### src/rtl/shift_sequencer_8bit_if.sv
// shift_sequencer_8bit_if: operand/mode/count request and result/status bus of the shift sequencer
interface shift_sequencer_8bit_if #(parameter int WIDTH = 8, parameter int CNT_W = 4);
    logic start;
    logic [WIDTH-1:0] load_data;
    logic sel0;
    logic sel1;
    logic cin;
    logic [CNT_W-1:0] count;
    logic [WIDTH-1:0] q;
    logic cout;
    logic busy;
    logic done;
    modport master(output start, load_data, sel0, sel1, cin, count, input q, cout, busy, done);
    modport slave(input start, load_data, sel0, sel1, cin, count, output q, cout, busy, done);
endinterface

### src/rtl/shift_sequencer_8bit.sv
// shift_sequencer_8bit: loads an operand and shifts it right one bit per clock for a saturated count
module shift_sequencer_8bit #(
    parameter int WIDTH = 8,
    parameter int CNT_W = 4
) (
    input logic clk,
    input logic rst_n,
    shift_sequencer_8bit_if.slave bus
);
    typedef enum logic [1:0] {IDLE, SHIFT, DONE} state_t;
    state_t state;
    logic [1:0] mode;
    logic [CNT_W-1:0] remaining;
    logic [CNT_W-1:0] sat;
    logic [WIDTH-1:0] q;
    logic cout;
    logic busy;
    logic done;
    logic msb;
    always_comb begin
        sat = (bus.count > CNT_W'(WIDTH)) ? CNT_W'(WIDTH) : bus.count;
        msb = (mode == 2'b00) ? 1'b0 :
              (mode == 2'b01) ? q[0] :
              (mode == 2'b10) ? cout : q[WIDTH-1];
    end
    // busy/done are registered alongside state so they never glitch
    always_ff @(posedge clk or negedge rst_n) begin
        if (!rst_n) begin
            state <= IDLE;
            q <= '0;
            cout <= 1'b0;
            mode <= 2'b00;
            remaining <= '0;
            busy <= 1'b0;
            done <= 1'b0;
        end else begin
            case (state)
                IDLE: if (bus.start) begin
                    q <= bus.load_data;
                    cout <= bus.cin;
                    mode <= {bus.sel1, bus.sel0};
                    remaining <= sat;
                    state <= (sat != '0) ? SHIFT : DONE;
                    busy <= (sat != '0);
                    done <= (sat == '0);
                end
                SHIFT: begin
                    q <= {msb, q[WIDTH-1:1]};
                    cout <= q[0];
                    remaining <= remaining - CNT_W'(1);
                    if (remaining == CNT_W'(1)) begin
                        state <= DONE;
                        busy <= 1'b0;
                        done <= 1'b1;
                    end
                end
                DONE: begin
                    state <= IDLE;
                    done <= 1'b0;
                end
                default: begin
                    state <= IDLE;
                    busy <= 1'b0;
                    done <= 1'b0;
                end
            endcase
        end
    end
    assign bus.q = q;
    assign bus.cout = cout;
    assign bus.busy = busy;
    assign bus.done = done;
endmodule

### src/flat_wrapper.sv
// flat-port wrapper written by rule: the top's interface ports become plain ports
module shift_sequencer_8bit_flat 
#(
    parameter int WIDTH = 8,
    parameter int CNT_W = 4
)
  (clk, rst_n, bus_start, bus_load_data, bus_sel0, bus_sel1, bus_cin, bus_count, bus_q, bus_cout, bus_busy, bus_done);
  shift_sequencer_8bit_if #(.WIDTH(WIDTH), .CNT_W(CNT_W)) bus_i ();
  input logic clk;
  input logic rst_n;
  input wire logic [$bits(bus_i.start)-1:0] bus_start;
  input wire logic [$bits(bus_i.load_data)-1:0] bus_load_data;
  input wire logic [$bits(bus_i.sel0)-1:0] bus_sel0;
  input wire logic [$bits(bus_i.sel1)-1:0] bus_sel1;
  input wire logic [$bits(bus_i.cin)-1:0] bus_cin;
  input wire logic [$bits(bus_i.count)-1:0] bus_count;
  output wire logic [$bits(bus_i.q)-1:0] bus_q;
  output wire logic [$bits(bus_i.cout)-1:0] bus_cout;
  output wire logic [$bits(bus_i.busy)-1:0] bus_busy;
  output wire logic [$bits(bus_i.done)-1:0] bus_done;
  assign bus_i.start = bus_start;
  assign bus_i.load_data = bus_load_data;
  assign bus_i.sel0 = bus_sel0;
  assign bus_i.sel1 = bus_sel1;
  assign bus_i.cin = bus_cin;
  assign bus_i.count = bus_count;
  assign bus_q = bus_i.q;
  assign bus_cout = bus_i.cout;
  assign bus_busy = bus_i.busy;
  assign bus_done = bus_i.done;
  shift_sequencer_8bit #(.WIDTH(WIDTH), .CNT_W(CNT_W)) u_core (.clk(clk), .rst_n(rst_n), .bus(bus_i));
endmodule
### config.mk
export PLATFORM = sky130hd
export DESIGN_NAME = shift_sequencer_8bit_flat
export DESIGN_NICKNAME = d
export VERILOG_FILES = /design/src/rtl/shift_sequencer_8bit_if.sv /design/src/rtl/shift_sequencer_8bit.sv /design/src/flat_wrapper.sv
export SDC_FILE = /design/constraint.sdc
export NUM_CORES = 1
export LEC_CHECK = 0
export CORE_UTILIZATION = 41
export CTS_CLUSTER_SIZE = 12
export DETAILED_ROUTE_END_ITERATION = 7
export GPL_TIMING_DRIVEN = 0
export PLACE_DENSITY = 0.74
export SKIP_CTS_REPAIR_TIMING = 1
export SLEW_MARGIN = 20
export SYNTH_ARGS = -nofsm -noshare
export SYNTH_HDL_FRONTEND = slang
export SYNTH_SLANG_ARGS = --single-unit
### constraint.sdc
create_clock -name clk -period 1.3 [get_ports clk]
set_input_delay 0.26 -clock clk [delete_from_list [all_inputs] [get_ports clk]]
set_output_delay 0.26 -clock clk [all_outputs]
set_load 0.02 [all_outputs]
==> results of run 1 <==
[worst max path at each step]
stage / endpoint / cells after the start / startpoint
CTS: bus_done / 1 / u_core.state[1]
global placement: u_core.mode[1] / 4 / bus_start
finish: u_core.remaining[3] / 3 / u_core.remaining[2]
detailed placement: u_core.mode[0] / 4 / bus_start
global route: u_core.bus.busy / 5 / u_core.remaining[1]
floorplan: u_core.remaining[3] / 3 / u_core.remaining[2]
[per-layer routing]
layer	track usage [%]	vias to the layer above	wire [um]
li1	-	399	-
met1	23.79	400	967
met2	31.31	23	1200
met3	5.556	0	105
met4	2.857	0	0
met5	0	-	0
[cells in the mapped netlist (2+ instances only)]
| master | count |
|---|---|
| nand2_1 | 9 |
| nor2b_1 | 3 |
| buf_6 | 2 |
| nand2b_1 | 2 |
| a32oi_1 | 3 |
| o21ai_0 | 8 |
| o22a_1 | 2 |
| buf_4 | 2 |
| a21oi_1 | 2 |
| nor2_1 | 4 |
| mux2_2 | 2 |
| ha_1 | 2 |
| inv_1 | 5 |
| o22ai_1 | 3 |
| a22oi_1 | 8 |
| dfrtp_1 | 18 |
[power by group through the flow]
| stage | combinational, mW | sequential [mW] | clock [mW] |
|---|---|---|---|
| 3_5_place_dp | 1.72 | 1.07 | 0 |
| 5_1_grt | 1.90 | 1.09 | 0.370 |
| 3_3_place_gp | 1.68 | 1.06 | 0 |
| 4_1_cts | 1.73 | 1.07 | 0.357 |
| 6_report | 1.76 | 1.06 | 0.347 |
| 2_1_floorplan | 0.963 | 1.21 | 0 |
[state kept, by name, indices dropped and copies added (netlist names)]
| name | cells |
|---|---|
| u_core.bus.cout | 1 |
| u_core.bus.q | 8 |
| u_core.remaining | 4 |
| u_core.mode | 2 |
| u_core.bus.busy | 1 |
| u_core.state | 2 |
[layout make-up]
class | count | area, um^2 | area share, %
multi-input combinational | 62 | 441.7 | 32.75
inverter | 5 | 18.77 | 1.391
clock buffer | 4 | 36.28 | 2.690
timing repair buffer | 30 | 325.3 | 24.12
buffer | 5 | 41.29 | 3.061
tap | 27 | 33.78 | 2.505
sequential | 18 | 451.7 | 33.49
[cells by family (layout without fill, tap and decap cells)]
| family | count (synthesis) | count (layout) |
|---|---|---|
| AOI/OAI and AO/OA | 33 | 33 |
| and+or+nand+nor | 25 | 25 |
| DFF | 18 | 18 |
| buffers and inverters | 10 | 44 |
| adders and majority gates | 2 | 2 |
| muxes | 2 | 2 |
[through the flow]
| stage | cells | hold WS [ps] | worst slack (ps) |
|---|---|---|---|
| 3_5_place_dp | 145 | 496.8 | -392.5 |
| 2_1_floorplan | 90 | -35.59 | 99.02 |
| 4_1_cts | 149 | 445.2 | -418.2 |
| 3_3_place_gp | 145 | 486.3 | -370.4 |
| 5_1_grt | 151 | 461.4 | -24.24 |
| 6_report | 151 | 421.4 | 17.82 |
[worst max-delay path, cell delays in order, from the launching register on]
cell and delay [ps]:
dfrtp_1 410, or3_1 410, a2bb2oi_1 170, o22a_1 190
==> flow_summary_export.csv, run 1 <==
group,metric,value,unit
run_status,status,"complete, no violations",
cells_and_area,final_util,65.41,%
cells_and_area,finalInstanceArea,0.001349,mm^2
logic_synthesis,synthSimpleGateAreaFrac,14.10,%
critical_path,critPathCaptureType,"flip-flop",
placement,gp_congestion,0.8061,
cts,htreeDepth,1,
critical_path,crit_path_max_fanout,3,
sta,hold_violations,0,
cells_and_area,final_common_cell,"dfrtp_1",
cells_and_area,mostFrequentLayoutCells,"dfrtp_1 (17), clkdlybuf4s50_1 (16), dlymetal6s2s_1 (12)",
power_and_ir_drop,ir_drop,0.001363,V
grt,grt_remaining_overflow,0,
cts,clk_pin_slew,110,ps
logic_synthesis,yosysUniqueCellTypes,31,
logic_synthesis,yosysSeqAreaShare,47.87,%
sta,rsz0062_at_grt,"yes",
logic_synthesis,ys_warn_count,0,
critical_path,reg2reg_depth,3,
logic_synthesis,avgSynthCellArea,10.45,um^2
drt,avgViaCountPerCell,5.444,
floorplanning,start_util,45.63,%
power_and_ir_drop,seq_power_share,33.5,%
grt,grt_pass1_wl,3512,um
cells_and_area,fillers,166,
sta,final.setup_skew,9.934,ps
drt,first_pass_iters,4,
sta,period_minus_slack,1282,ps
power_and_ir_drop,clockPowerShare,11.0,%
drt,routed-via-count,822,
cells_and_area,fin_nets,145,
critical_path,startpoint_type,"flip-flop",
power_and_ir_drop,p_leak,0.7009,nW
logic_synthesis,yosysTopAreaCell,"dfrtp_1",
logic_synthesis,synth_area_leaders,"dfrtp_1 (48%), a22oi_1 (6.4%), o21ai_0 (4.3%)",
power_and_ir_drop,p_comb_share,55.5,%
logic_synthesis,synthesis.instances,90,
grt,grt_max_degree,19,
logic_synthesis,synthMuxAreaShare,2.394,%
logic_synthesis,synth_top_family_by_area,"compound AO/OA/AOI/OAI gates",
floorplanning,die_w,49.91,um
min_path,hp-class,"input pin to asynchronous set/reset pin",
cells_and_area,area_delta_synth_final,43.35,%
logic_synthesis,synthXorXnorAreaFrac,0,%
critical_path,rr_startpoint,"u_core.remaining[2]",
floorplanning,coreArea,0.002062,mm^2
critical_path,timing.rr.end,"u_core.remaining[3]",
logic_synthesis,synth-seq-cells,18,
logic_synthesis,synthFlopType,"dfrtp_1",
placement,hpwl,1626,um
power_and_ir_drop,swShare,40.91,%
critical_path,reg2reg_slack,20,ps
floorplanning,rows,16,
logic_synthesis,synthesis.nets,110,
sta,max_freq,779.9,MHz
cells_and_area,drive_above_1_share,15.32,%
floorplanning,dieArea,0.002491,mm^2
sta,setup_viol,0,
sta,final.period_utilization,98.63,%
cts,cts-buffers-inserted,3,
critical_path,worst-setup-path-type,"flip-flop to flip-flop",
logic_synthesis,async_flop_share,100.0,%
sta,relSlewSlack,45.31,%
drt,route.detailed.drc,0,
flow_run,drv_cap,0,
critical_path,required,1500,ps
logic_synthesis,synth_enable_flop_cells,0,
logic_synthesis,syn_area,940.9,um^2
drt,drt-total-wl,2274,um
cts,cts_tree,"yes",
sta,slew_viol_final,0,
cts,cts_max_path_buffers,2,
floorplanning,die_h,49.91,um
logic_synthesis,synth_top_area_share,47.87,%
grt,grtUsageTotal,18.61,%
cells_and_area,antennaDiodeCount,0,
logic_synthesis,synthAdderAreaFrac,2.660,%
power_and_ir_drop,p_per_area,2347,mW/mm^2
power_and_ir_drop,power.total,3.166,mW
drt,drt_iter0_drc,20,
placement,placed_cell_area,0.001255,mm^2
logic_synthesis,synth_compound_area_share,26.60,%
power_and_ir_drop,p_int,1.871,mW
grt,grt_pass1_vias,772,
cts,cts.sinks,18,
placement,port_buffers,28,
power_and_ir_drop,net-switching-power,1.295,mW
sta,worst_pin_slew,817.8,ps
critical_path,cp.arrival,1480,ps
cts,cts-root-buf,"clkbuf_4",
floorplanning,io_pins,29,
cts,clk_latency,300,ps
drt,drtAntennaViolNets,0,
drt,routedWlPerCell,15.06,um
grt,antenna_found_initial,0,
sta,fin_tns_setup,0,ps
(Power assumes the default switching activity.)
==> inputs of run 2 (changes only) <==
Settings changed: CORE_MARGIN from default to 2.
==> run 2 against run 1 <==
Effect of this change:
- combinational power about the same
- first-iteration DRC count down 20%
- maximum frequency increased by 1.2%
- clock power down 23%
- die area is 8.2% higher
- global-route usage hardly changed
- non-clock buffer count shrank 1
- hold slack improved by 29 ps
- sequential power about the same
- wire length up 7.3%
- clock skew shrank 3.8 ps
- sequential share of layout area rose by 0.25 points
- critical path type unchanged
==> flow_summary_export.csv, run 2 (same netlist as run 1, synthesis figures left out) <==
group,metric,value,unit
critical_path,worst_path_largest_cell_delay,420,ps
sta,hold_violations,0,
grt,grt_remaining_overflow,0,
cells_and_area,largestRegisters,"u_core.bus.q x8, u_core.remaining x4",
critical_path,critPathCaptureType,"flip-flop",
sta,fin_tns_setup,0,ps
floorplanning,start_util,42.95,%
sta,final.period_utilization,97.50,%
drt,avgViaCountPerCell,5.687,
cells_and_area,antennaDiodeCount,0,
sta,timing.final.ws_setup,32.50,ps
power_and_ir_drop,p_int,1.816,mW
placement,dp.cells,146,
cells_and_area,drive_above_1_share,15.57,%
power_and_ir_drop,swShare,42.14,%
cells_and_area,area_delta_synth_final,42.29,%
drt,first_pass_iters,4,
cts,cts-root-buf,"clkbuf_4",
placement,place_ws,-385.6,ps
power_and_ir_drop,p_leak,0.6931,nW
power_and_ir_drop,ir_drop,0.001357,V
power_and_ir_drop,p_comb_share,56.8,%
floorplanning,rows,17,
cts,cts_max_path_buffers,2,
critical_path,required,1470,ps
run_status,status,"complete, no violations",
floorplanning,coreArea,0.002191,mm^2
placement,hpwl,1680,um
cells_and_area,finalInstanceArea,0.001339,mm^2
sta,relSlewSlack,43.24,%
power_and_ir_drop,net-switching-power,1.323,mW
placement,gp_congestion,0.8097,
cells_and_area,layoutNonFillerInstCount,150,
sta,rsz0062_at_grt,"no",
drt,drt-total-wl,2439,um
cells_and_area,final_common_cell,"dfrtp_1",
floorplanning,io_pins,29,
placement,placed_cell_area,0.001256,mm^2
cells_and_area,fillers,186,
drt,drtAntennaViolNets,0,
cells_and_area,multiInputGateArea,451.7,um^2
sta,slew_viol_final,0,
grt,grt_pass1_vias,842,
cells_and_area,seqCellArea,451.7,um^2
power_and_ir_drop,seq_power_share,34.7,%
critical_path,crit_path_cell_trace,"or3_4 > a2bb2oi_1 > o22a_1",
critical_path,cp.arrival,1440,ps
floorplanning,dieArea,0.002694,mm^2
critical_path,worst-setup-path-type,"flip-flop to flip-flop",
floorplanning,die_h,51.91,um
placement,port_buffers,28,
drt,route.detailed.drc,0,
cells_and_area,largest_reg_flops,8,
min_path,hp-class,"input pin to asynchronous set/reset pin",
drt,routedWlPerCell,16.26,um
sta,final.setup_skew,6.099,ps
grt,grt_max_degree,19,
floorplanning,die_w,51.91,um
cts,cts_tree,"yes",
cells_and_area,fin_nets,144,
cts,clk_latency,280,ps
cells_and_area,mostFrequentLayoutCells,"dfrtp_1 (17), clkdlybuf4s50_1 (16), dlymetal6s2s_1 (12)",
sta,period_minus_slack,1268,ps
sta,setup_viol,0,
critical_path,crit_path_max_fanout,3,
critical_path,startpoint_type,"flip-flop",
grt,antenna_found_initial,0,
critical_path,cp_slowest_cell,"dfrtp_1",
drt,routed-via-count,853,
cts,clk_pin_slew,100,ps
flow_run,drv_cap,0,
cts,cts-buffers-inserted,3,
grt,grtUsageTotal,18.62,%
power_and_ir_drop,clockPowerShare,8.5,%
sta,max_freq,789.0,MHz
power_and_ir_drop,p_per_area,2344,mW/mm^2
power_and_ir_drop,power.total,3.138,mW
cells_and_area,largest_register,"u_core.bus.q",
drt,drt_iter0_drc,16,
cts,cts.sinks,18,
grt,grt_pass1_wl,3746,um
cts,htreeDepth,1,
sta,worst_pin_slew,848.7,ps
run 2: power by group through the flow:
stage	logic, mW	clock network, mW	registers [mW]
finish	1.78	0.266	1.09
CTS	1.73	0.268	1.07
floorplan	0.963	0	1.21
global placement	1.68	0	1.06
detailed placement	1.73	0	1.08
global route	1.94	0.285	1.13
run 2: layout make-up:
type / count / area share [%]
Buffer: 5 / 3.084
Clock buffer: 3 / 1.682
Inverter: 5 / 1.402
Multi-Input combinational cell: 62 / 33.74
Sequential cell: 18 / 33.74
Tap cell: 28 / 2.617
Timing Repair Buffer: 29 / 23.74
run 2: worst paths after layout:
check	start	to	slack (ps)	depth (start not counted)
worst min-delay path	rst_n	u_core.state[0]	450	1
min in group clk	bus_start	u_core.bus.q[7]	460	3
worst min register to register	u_core.bus.q[4]	u_core.bus.q[4]	510	2
worst max-delay path	u_core.remaining[2]	u_core.remaining[3]	30	3
max in group asynchronous	rst_n	u_core.state[1]	280	1
worst max register to register	u_core.remaining[2]	u_core.remaining[3]	30	3
run 2: worst max-delay path, delay by kind of cell (launching register included):
kind | cells | cell delay, ps
simple gates | 1 | 400
flops | 1 | 420
compound gates | 2 | 340
run 2: layer usage:
metal / track usage, % / vias up / share of wire (%)
li1: - / 393 / -
met4: 3.947 / 0 / 0.57
met1: 24.58 / 418 / 43
met5: 0 / - / 0
met2: 32.70 / 40 / 49
met3: 2.011 / 2 / 7.1
run 2: per-stage QoR:
step	utilization, %	hold slack (ps)
global route	61.11	479.2
floorplan	-	-35.59
detailed placement	57.34	493.6
CTS	58.37	457.4
finish	61.11	450.7
global placement	57.34	487.4
==> inputs of run 3 (changes only) <==
Settings changed: PLACE_DENSITY 0.74 to default, PLACE_DENSITY_LB_ADDON from default to 0.3, SLEW_MARGIN 20 to default.
==> run 3 against run 2 <==
Effect of this change:
- cell count grew 1.3%
- critical endpoint unchanged
- critical path depth unchanged
- sequential share of layout area fell by 0.22 points
- clock power is 30% higher
- die area is the same
- largest cell class unchanged
- largest power group unchanged
==> flow_summary_export.csv, run 3 (same netlist as run 1, synthesis figures left out) <==
group,metric,value,unit
run_status,status,"complete, no violations",
drt,avgViaCountPerCell,5.401,
drt,routed-via-count,821,
sta,worst_pin_slew,790.6,ps
power_and_ir_drop,p_leak,0.6907,nW
sta,slew_viol_final,0,
cells_and_area,multiInputGateArea,446.7,um^2
power_and_ir_drop,ir_drop,0.001331,V
power_and_ir_drop,clockPowerShare,10.9,%
grt,grt_remaining_overflow,0,
sta,hold_violations,0,
sta,setup_viol,0,
cells_and_area,mostFrequentLayoutCells,"dfrtp_1 (17), clkdlybuf4s50_1 (16), dlymetal6s2s_1 (11)",
cts,cts.sinks,18,
cells_and_area,largest_reg_flops,8,
critical_path,reg2reg_depth,3,
power_and_ir_drop,p_comb_share,55.0,%
grt,grt_pass1_vias,796,
cts,cts-root-buf,"clkbuf_4",
sta,timing.final.ws_setup,10.68,ps
floorplanning,coreArea,0.002191,mm^2
sta,period_minus_slack,1289,ps
critical_path,crit_path_max_fanout,4,
cts,cts_max_path_buffers,2,
cells_and_area,largest_register,"u_core.bus.q",
critical_path,reg2reg_slack,10,ps
sta,max_freq,775.6,MHz
cells_and_area,largestRegisters,"u_core.bus.q x8, u_core.remaining x4",
cts,clk_latency,300,ps
critical_path,worst-setup-path-type,"flip-flop to flip-flop",
flow_run,drv_cap,0,
floorplanning,start_util,42.95,%
power_and_ir_drop,net-switching-power,1.311,mW
sta,timing.hold.ws,407.0,ps
floorplanning,rows,17,
floorplanning,die_h,51.91,um
sta,final.setup_skew,11.22,ps
cells_and_area,area_delta_synth_final,43.22,%
drt,drt_iter0_drc,11,
placement,port_buffers,28,
drt,drtAntennaViolNets,0,
drt,drt-total-wl,2265,um
cells_and_area,antennaDiodeCount,0,
critical_path,cp.arrival,1490,ps
floorplanning,io_pins,29,
sta,relSlewSlack,47.13,%
cts,htreeDepth,1,
drt,first_pass_iters,4,
grt,grt_pass1_wl,3491,um
power_and_ir_drop,seq_power_share,34.1,%
cts,clk_pin_slew,110,ps
cts,cts_tree,"yes",
critical_path,worstSetupEndpoint,"u_core.remaining[3]",
placement,gp_congestion,0.7550,
critical_path,crit_start,"u_core.remaining[2]",
cells_and_area,seqCellArea,451.7,um^2
critical_path,rr_startpoint,"u_core.remaining[2]",
power_and_ir_drop,swShare,41.13,%
cts,cts-buffers-inserted,3,
critical_path,startpoint_type,"flip-flop",
power_and_ir_drop,p_int,1.876,mW
placement,hpwl,1599,um
power_and_ir_drop,power.total,3.187,mW
cells_and_area,fillers,184,
power_and_ir_drop,p_per_area,2365,mW/mm^2
grt,grtUsageTotal,17.83,%
grt,antenna_found_initial,0,
cells_and_area,final_util,61.51,%
sta,final.period_utilization,99.18,%
critical_path,critPathCaptureType,"flip-flop",
floorplanning,dieArea,0.002694,mm^2
placement,dp.cells,146,
placement,place_ws,-395.3,ps
drt,route.detailed.drc,0,
floorplanning,die_w,51.91,um
grt,grt_max_degree,19,
cells_and_area,drive_above_1_share,16.94,%
cells_and_area,fin_nets,145,
drt,routedWlPerCell,14.90,um
critical_path,timing.rr.end,"u_core.remaining[3]",
cells_and_area,layoutNonFillerInstCount,152,
critical_path,required,1500,ps
min_path,hp-class,"input pin to asynchronous set/reset pin",
cells_and_area,final_common_cell,"dfrtp_1",
[run 3: cell count changes in the layout (fill, tap and decap cells not counted), sizes merged]
cell	previous run	this run
buf	5	6
clkbuf	4	6
dlymetal6s2s	12	11
[run 3: worst min path at each step]
stage                     endpoint  slack [ps]  depth (start not counted)
2_1_floorplan      u_core.bus.busy         -40                          0
3_3_place_gp       u_core.bus.q[5]         490                          2
3_5_place_dp       u_core.bus.busy         480                          1
4_1_cts        u_core.remaining[2]         440                          1
5_1_grt            u_core.bus.q[7]         440                          3
6_report       u_core.remaining[2]         410                          1
[run 3: metrics by stage]
step	cell area, um^2	setup TNS, ps
after floorplan	940.9	0
after global placement	1256	-4458
after detailed placement	1256	-4841
after CTS	1292	-3322
after global routing	1348	-8.825
final	1348	0
[run 3: power groups by stage]
stage          Sequential (mW)  Clock (mW)  Combinational, mW
6_report                  1.09       0.347               1.75
5_1_grt                   1.12       0.386               1.92
4_1_cts                   1.07       0.361               1.72
3_5_place_dp              1.07           0               1.72
3_3_place_gp              1.07           0               1.68
2_1_floorplan             1.21           0              0.963
[run 3: final cells by class]
type / count / share of cell area (%)
sequential: 18 / 33.52
multi-input combinational: 62 / 33.15
timing repair buffer: 30 / 23.58
buffer: 5 / 3.064
clock buffer: 4 / 2.693
tap: 28 / 2.600
inverter: 5 / 1.393
[run 3: critical path, stage by stage, from the launching register on]
cell	delay [ps]
dfrtp_1	440
or3_4	400
a2bb2oi_1	150
o22a_1	190
[run 3: layer usage]
| metal | up-vias | global-route usage [%] | part of all wire [%] |
|---|---|---|---|
| li1 | 399 | - | - |
| met1 | 396 | 23.63 | 45 |
| met2 | 22 | 27.85 | 49 |
| met3 | 4 | 5.747 | 4.8 |
| met4 | 0 | 4.825 | 0.93 |
| met5 | - | 0 | 0 |
==> patch 1: new RTL, flow settings as in run 2 <==
`WIDTH` is set to 8 in 3 places; all go to 10.
--- a/src/rtl/shift_sequencer_8bit_if.sv
+++ b/src/rtl/shift_sequencer_8bit_if.sv
@@ -1,3 +1,3 @@
 // shift_sequencer_8bit_if: operand/mode/count request and result/status bus of the shift sequencer
-interface shift_sequencer_8bit_if #(parameter int WIDTH = 8, parameter int CNT_W = 4);
+interface shift_sequencer_8bit_if #(parameter int WIDTH = 10, parameter int CNT_W = 4);
     logic start;
--- a/src/rtl/shift_sequencer_8bit.sv
+++ b/src/rtl/shift_sequencer_8bit.sv
@@ -2,3 +2,3 @@
 module shift_sequencer_8bit #(
-    parameter int WIDTH = 8,
+    parameter int WIDTH = 10,
     parameter int CNT_W = 4
--- a/src/flat_wrapper.sv
+++ b/src/flat_wrapper.sv
@@ -3,3 +3,3 @@
 #(
-    parameter int WIDTH = 8,
+    parameter int WIDTH = 10,
     parameter int CNT_W = 4
Interface: changed (resized bus_load_data and bus_q); port bits go from 29 to 33. No check against the original RTL was run, so the function may have changed too.
==> patch 1 against run 2 <==
The run now ends with setup timing left; sequential cell count rose by 2; cell area rose by 16%; count of clock-buffer cells in the layout rose by 1; first-iteration DRC count did not move; global-route usage fell by 0.17 points; power rose by 14%; critical path depth fell by 1; worst setup slack got worse by 0.12 ns; sequential power rose by 13%; clock power rose by 18%; maximum frequency fell by 8.7%; routed wire length rose by 10%; area after synthesis rose by 11%; critical path type unchanged; largest cell class is now multi-input combinational cells; largest power group unchanged; highest routed layer unchanged.
==> patch 1: results (changes against run 2) <==
[global_route]
first_global_vias=921  ; +9.4%
grt_usage=0.184  ; -0.00166
grt_antenna_before_repair=0  ; unchanged
met2_resource_use_gr=0.329  ; +0.00231
groute.layer.met3.usage=0.0355  ; +0.0154
wire_length_of_the_first_global_routing_pass_um=3970  ; +6.1%
grt_use_met1=0.224  ; -0.0223
pin_count_of_the_biggest_net_entering_global_routing=21  ; +2

[drt]
drt-wirelength-per-cell_um=15.9  ; -2.0%
drt_iter0_drc=16  ; unchanged
route.vias.total=950  ; +11%
first_pass_iters=5  ; +1

[clock_network]
htree_num_levels=1  ; unchanged
tritoncts.num_buffers=3  ; unchanged
clock_latency_ns=0.30  ; +0.02 ns
worst_setup_hold_path_clk_slew_ns=0.12  ; +0.02 ns
cts.path.max_buffers=2  ; unchanged
root_buffer=clkbuf_4

[yosys]
synth_flop_type=dfrtp_1
post_synthesis_cell_type_count=37  ; +19%
synth-edff-count=0  ; unchanged
synth.top_cells.by_count=21 x nor2_1, 20 x dfrtp_1, 6 x o22ai_1
sequential_element_share_of_the_synthesized_area=0.478  ; -0.000826
syn_nets=122  ; +11%
ys_top_cells_by_area=dfrtp_1 48%, nor2_1 7.5%, o22ai_2 6.0%
synth_async_sr_flop_share=1.00  ; unchanged
synth-warning-count=0  ; unchanged

[sta]
worst-slew-pin-transition_ns=0.934  ; +0.0851 ns
postLayoutSetupSlackWorst_ns=-0.0877  ; -0.120 ns
finClkSkew_ns=0.00759  ; +0.00149 ns
setup_viol=14  ; +14

[outcome]
violated_checks=setup timing
result_of_the_run=finished, violations left

[worst_setup_path]
slowest_stage=or3b_4
critical_path.max_stage_delay_ns=0.49  ; +0.07 ns
worst-path-max-fanout=6  ; +3

[final_layout]
fillerInstances=200  ; +7.5%
antenna-diode-count=0  ; unchanged
final_net_count=162  ; +13%
layout-drive-gt1-share=0.252  ; +0.0961
reg_top3=u_core.bus.q (10), u_core.remaining (4)

[power]
ir_drop_mv=1.41  ; +4.1%
leakage_uw=0.000727  ; +4.9%

[placed_design]
final_wtd_congestion=0.769  ; -5.1%
hpwl_after_dpl_um=1750  ; +4.1%
place.port_buffers=32  ; +14%

[worst_hold_path]
hp-class=primary input to flip-flop

## patch 1: changes by cell type after synthesis, sizes merged, moves of 2 or more
cell          run 2  this run
a21oi             2         4
a22oi             8         0
a32oi             3         0
dfrtp            18        20
nand2             9         4
nand3             0         2
nor2              4        21
nor2b             4         1
o21ai             9         4
o22a              2         0
o22ai             3        11
## patch 1: cell type report
type | count | area [um^2] | share of cell area
buffer | 4 | 46.3 | 0.0297
clock buffer | 4 | 26.3 | 0.0169
inverter | 5 | 18.8 | 0.0120
multi-input combinational | 71 | 548 | 0.352
sequential | 20 | 502 | 0.322
tap | 30 | 37.5 | 0.0241
timing repair buffer | 35 | 380 | 0.244
## patch 1: final timing paths
check | startpoint | to | slack (ns) | cells past startpoint
min in group asynchronous | rst_n | u_core.bus.busy | 0.46 | 1
hold reg to reg | u_core.remaining[1] | u_core.remaining[1] | 0.53 | 2
max in group asynchronous | rst_n | u_core.state[1] | 0.22 | 1
hold / removal | bus_start | u_core.state[1] | 0.37 | 3
setup reg to reg | u_core.state[1] | u_core.mode[0] | -0.09 | 2
setup / recovery | u_core.state[1] | u_core.mode[0] | -0.09 | 2
## patch 1: logic make-up after synthesis
| group | after synthesis | share of synthesized area |
|---|---|---|
| simple gates | 36 | 0.158 |
| compound gates | 28 | 0.223 |
| flops | 20 | 0.478 |
| buf+inv | 10 | 0.0705 |
| mux | 3 | 0.0382 |
| fa+ha+maj | 2 | 0.0239 |
| xor+xnor | 1 | 0.00836 |
## patch 1: routing by layer
layer / wire (um) / up-vias
met5: 0 / -
met4: 16 / 0
met3: 159 / 2
met2: 1340 / 32
met1: 1180 / 477
li1: - / 439
## patch 1: stage by stage
step                      area [um^2]  TNS, ns  cells  setup WS, ns
after detailed placement         1410   -11.10    162        -0.486
after global routing             1560    -1.45    169        -0.127
after floorplan                  1050   -0.593    100       -0.0929
after global placement           1410    -9.68    162        -0.461
final                            1560   -0.765    169       -0.0877
after CTS                        1430    -5.80    166        -0.347
## patch 1: critical path: cells and delay by family (launching register included)
family | cells | cell delay [ns]
AND/OR/NAND/NOR | 1 | 0.49
multiplexers | 1 | 0.32
flip-flops | 1 | 0.46
## patch 1: where the power goes
part	switching [uW]	leakage, uW	total, uW	internal [uW]
clock	195	0.0000150	314	120
sequential	305	0.000225	1230	926
combinational	990	0.000487	2040	1050
==> patch 2: new RTL, flow settings as in run 2 <==
Without the edit above. Encoding of `state_t`: now one-hot (3 bits for 3 states).
--- a/src/rtl/shift_sequencer_8bit.sv
+++ b/src/rtl/shift_sequencer_8bit.sv
@@ -9,3 +9,3 @@
 );
-    typedef enum logic [1:0] {IDLE, SHIFT, DONE} state_t;
+    typedef enum logic [2:0] {IDLE = 3'b001, SHIFT = 3'b010, DONE = 3'b100} state_t;
     state_t state;
Check against the original RTL: no difference found for any inputs over 10 cycles, from zero or initial values and one cycle with rst_n low; not proved beyond that.
==> patch 2 against run 2 <==
The run now ends with setup timing left; sequential cell count is 1 higher; maximum frequency is 19% lower; area after synthesis is 4.0% higher; power is 9.5% higher; sequential share of layout area is 2.5 points lower; routed wire length is 4.3% higher; worst setup slack worse by 0.29 ns; cell area is 14% higher; count of clock-buffer cells in the layout stayed put.
==> patch 2: results (changes against run 2) <==
[final_layout]
antenna-diode-count=0  ; unchanged
final_net_count=158  ; +9.7%
layout-drive-gt1-share=0.328  ; +0.173
reg_top3=u_core.bus.q (8), u_core.remaining (4), u_core.state (3)

[sta]
maxSlewHeadroom=0.432  ; about the same
postLayoutSetupSlackWorst_ns=-0.257  ; -0.290 ns
slew_viol_final=0  ; unchanged
setup_viol=19  ; +19
setup_total_negative_slack_ns=-3.18  ; -3.18 ns
finClkSkew_ns=0.0258  ; +0.0197 ns

[yosys]
post_synthesis_cell_type_count=32  ; +3.2%
sequential_element_share_of_the_synthesized_area=0.487  ; +0.00849
synth_async_sr_flop_share=1.00  ; unchanged
ys_top_cells_by_area=dfrtp_1 46%, nor2_1 7.7%, o22ai_1 5.1%
syn_nets=115  ; +4.5%
synth-warning-count=0  ; unchanged
synth.top_cells.by_count=20 x nor2_1, 18 x dfrtp_1, 8 x o22ai_1

[power]
leakage_uw=0.000699  ; +0.82%
ir_drop_mv=1.57  ; +16%

[clock_network]
root_buffer=clkbuf_4
htree_num_levels=1  ; unchanged
clock_latency_ns=0.31  ; +0.03 ns
worst_setup_hold_path_clk_slew_ns=0.13  ; +0.03 ns
tritoncts.num_buffers=3  ; unchanged
cts.path.max_buffers=2  ; unchanged

[placed_design]
place.port_buffers=28  ; unchanged
final_wtd_congestion=0.753  ; -7.0%
hpwl_after_dpl_um=1590  ; -5.2%

[global_route]
grt_usage=0.187  ; +0.000778
pin_count_of_the_biggest_net_entering_global_routing=20  ; +1
first_global_vias=838  ; -0.48%
wire_length_of_the_first_global_routing_pass_um=3720  ; -0.72%
grt_antenna_before_repair=0  ; unchanged

[worst_setup_path]
regToRegStartpoint=u_core.state[2]
setup.reg_to_reg.worst_slack_ns=-0.26  ; -0.29 ns
critical_path.max_stage_delay_ns=0.44  ; +0.02 ns
cp_data_arrival_time_ns=1.79  ; +0.35 ns
regToRegEndpoint=u_core.remaining[3]
worst-path-max-fanout=7  ; +4
ff2ff_path_depth=6  ; +3
slowest_stage=dfrtp_2

[drt]
first_pass_iters=4  ; unchanged
route.vias.total=881  ; +3.3%
drt_iter0_drc=16  ; unchanged
drt-wirelength-per-cell_um=15.4  ; -5.2%

[outcome]
violated_checks=setup timing
result_of_the_run=finished, violations left

[worst_hold_path]
hp-class=primary input to asynchronous set/reset pin

## patch 2: layout make-up
class | instances | area, um^2
fill | 177 | 706
multi-input combinational | 67 | 527
sequential | 19 | 478
timing repair buffer | 38 | 400
buffer | 4 | 41.3
tap | 28 | 35.0
clock buffer | 3 | 22.5
inverter | 5 | 18.8
clock inverter | 1 | 5.00
## patch 2: stage by stage
step / cells / util / instance area (um^2) / hold WS, ns / worst slack [ns]
after detailed placement: 151 / 0.589 / 1320 / 0.494 / -0.315
after floorplan: 95 / - / 1000 / -0.0356 / -0.223
after CTS: 155 / 0.601 / 1340 / 0.443 / -0.306
after global routing: 165 / 0.684 / 1530 / 0.485 / -0.311
after global placement: 151 / 0.589 / 1320 / 0.476 / -0.307
final: 165 / 0.684 / 1530 / 0.415 / -0.257
## patch 2: cell families after synthesis
logic type / count (synthesis) / share of synthesized area
and+or+nand+nor: 35 / 0.194
adders and majority gates: 2 / 0.0256
buffers and inverters: 9 / 0.0588
AOI/OAI and AO/OA: 27 / 0.201
muxes: 3 / 0.0332
DFF: 19 / 0.487
## patch 2: power breakdown
part	internal, uW	leakage, uW	switching [uW]	total [uW]
combinational	999	0.000464	944	1940
clock	115	0.0000177	191	306
sequential	887	0.000218	302	1190
total	2000	0.000699	1440	3440
## patch 2: layer usage
metal	global-route usage	up-vias	share of wire
met5	0	-	0
met4	0.0641	0	0.0059
met3	0.0508	3	0.043
met2	0.313	22	0.52
met1	0.231	435	0.43
li1	-	421	-
## patch 2: worst max path at each step
stage	startpoint	endpoint	slack [ns]
2_1_floorplan	u_core.state[2]	u_core.remaining[3]	-0.22
3_3_place_gp	bus_start	u_core.bus.q[2]	-0.31
3_5_place_dp	bus_start	u_core.bus.q[4]	-0.32
4_1_cts	u_core.bus.q[7]	bus_q[7]	-0.31
5_1_grt	u_core.state[2]	u_core.bus.busy	-0.31
6_report	u_core.state[2]	u_core.remaining[3]	-0.26
## patch 2: worst max-delay path, delay by kind of cell, from the launching register on
| kind | cells | cell delay (ns) |
|---|---|---|
| flops | 1 | 0.44 |
| buf+inv | 2 | 0.29 |
| compound gates | 2 | 0.29 |
| simple gates | 2 | 0.46 |
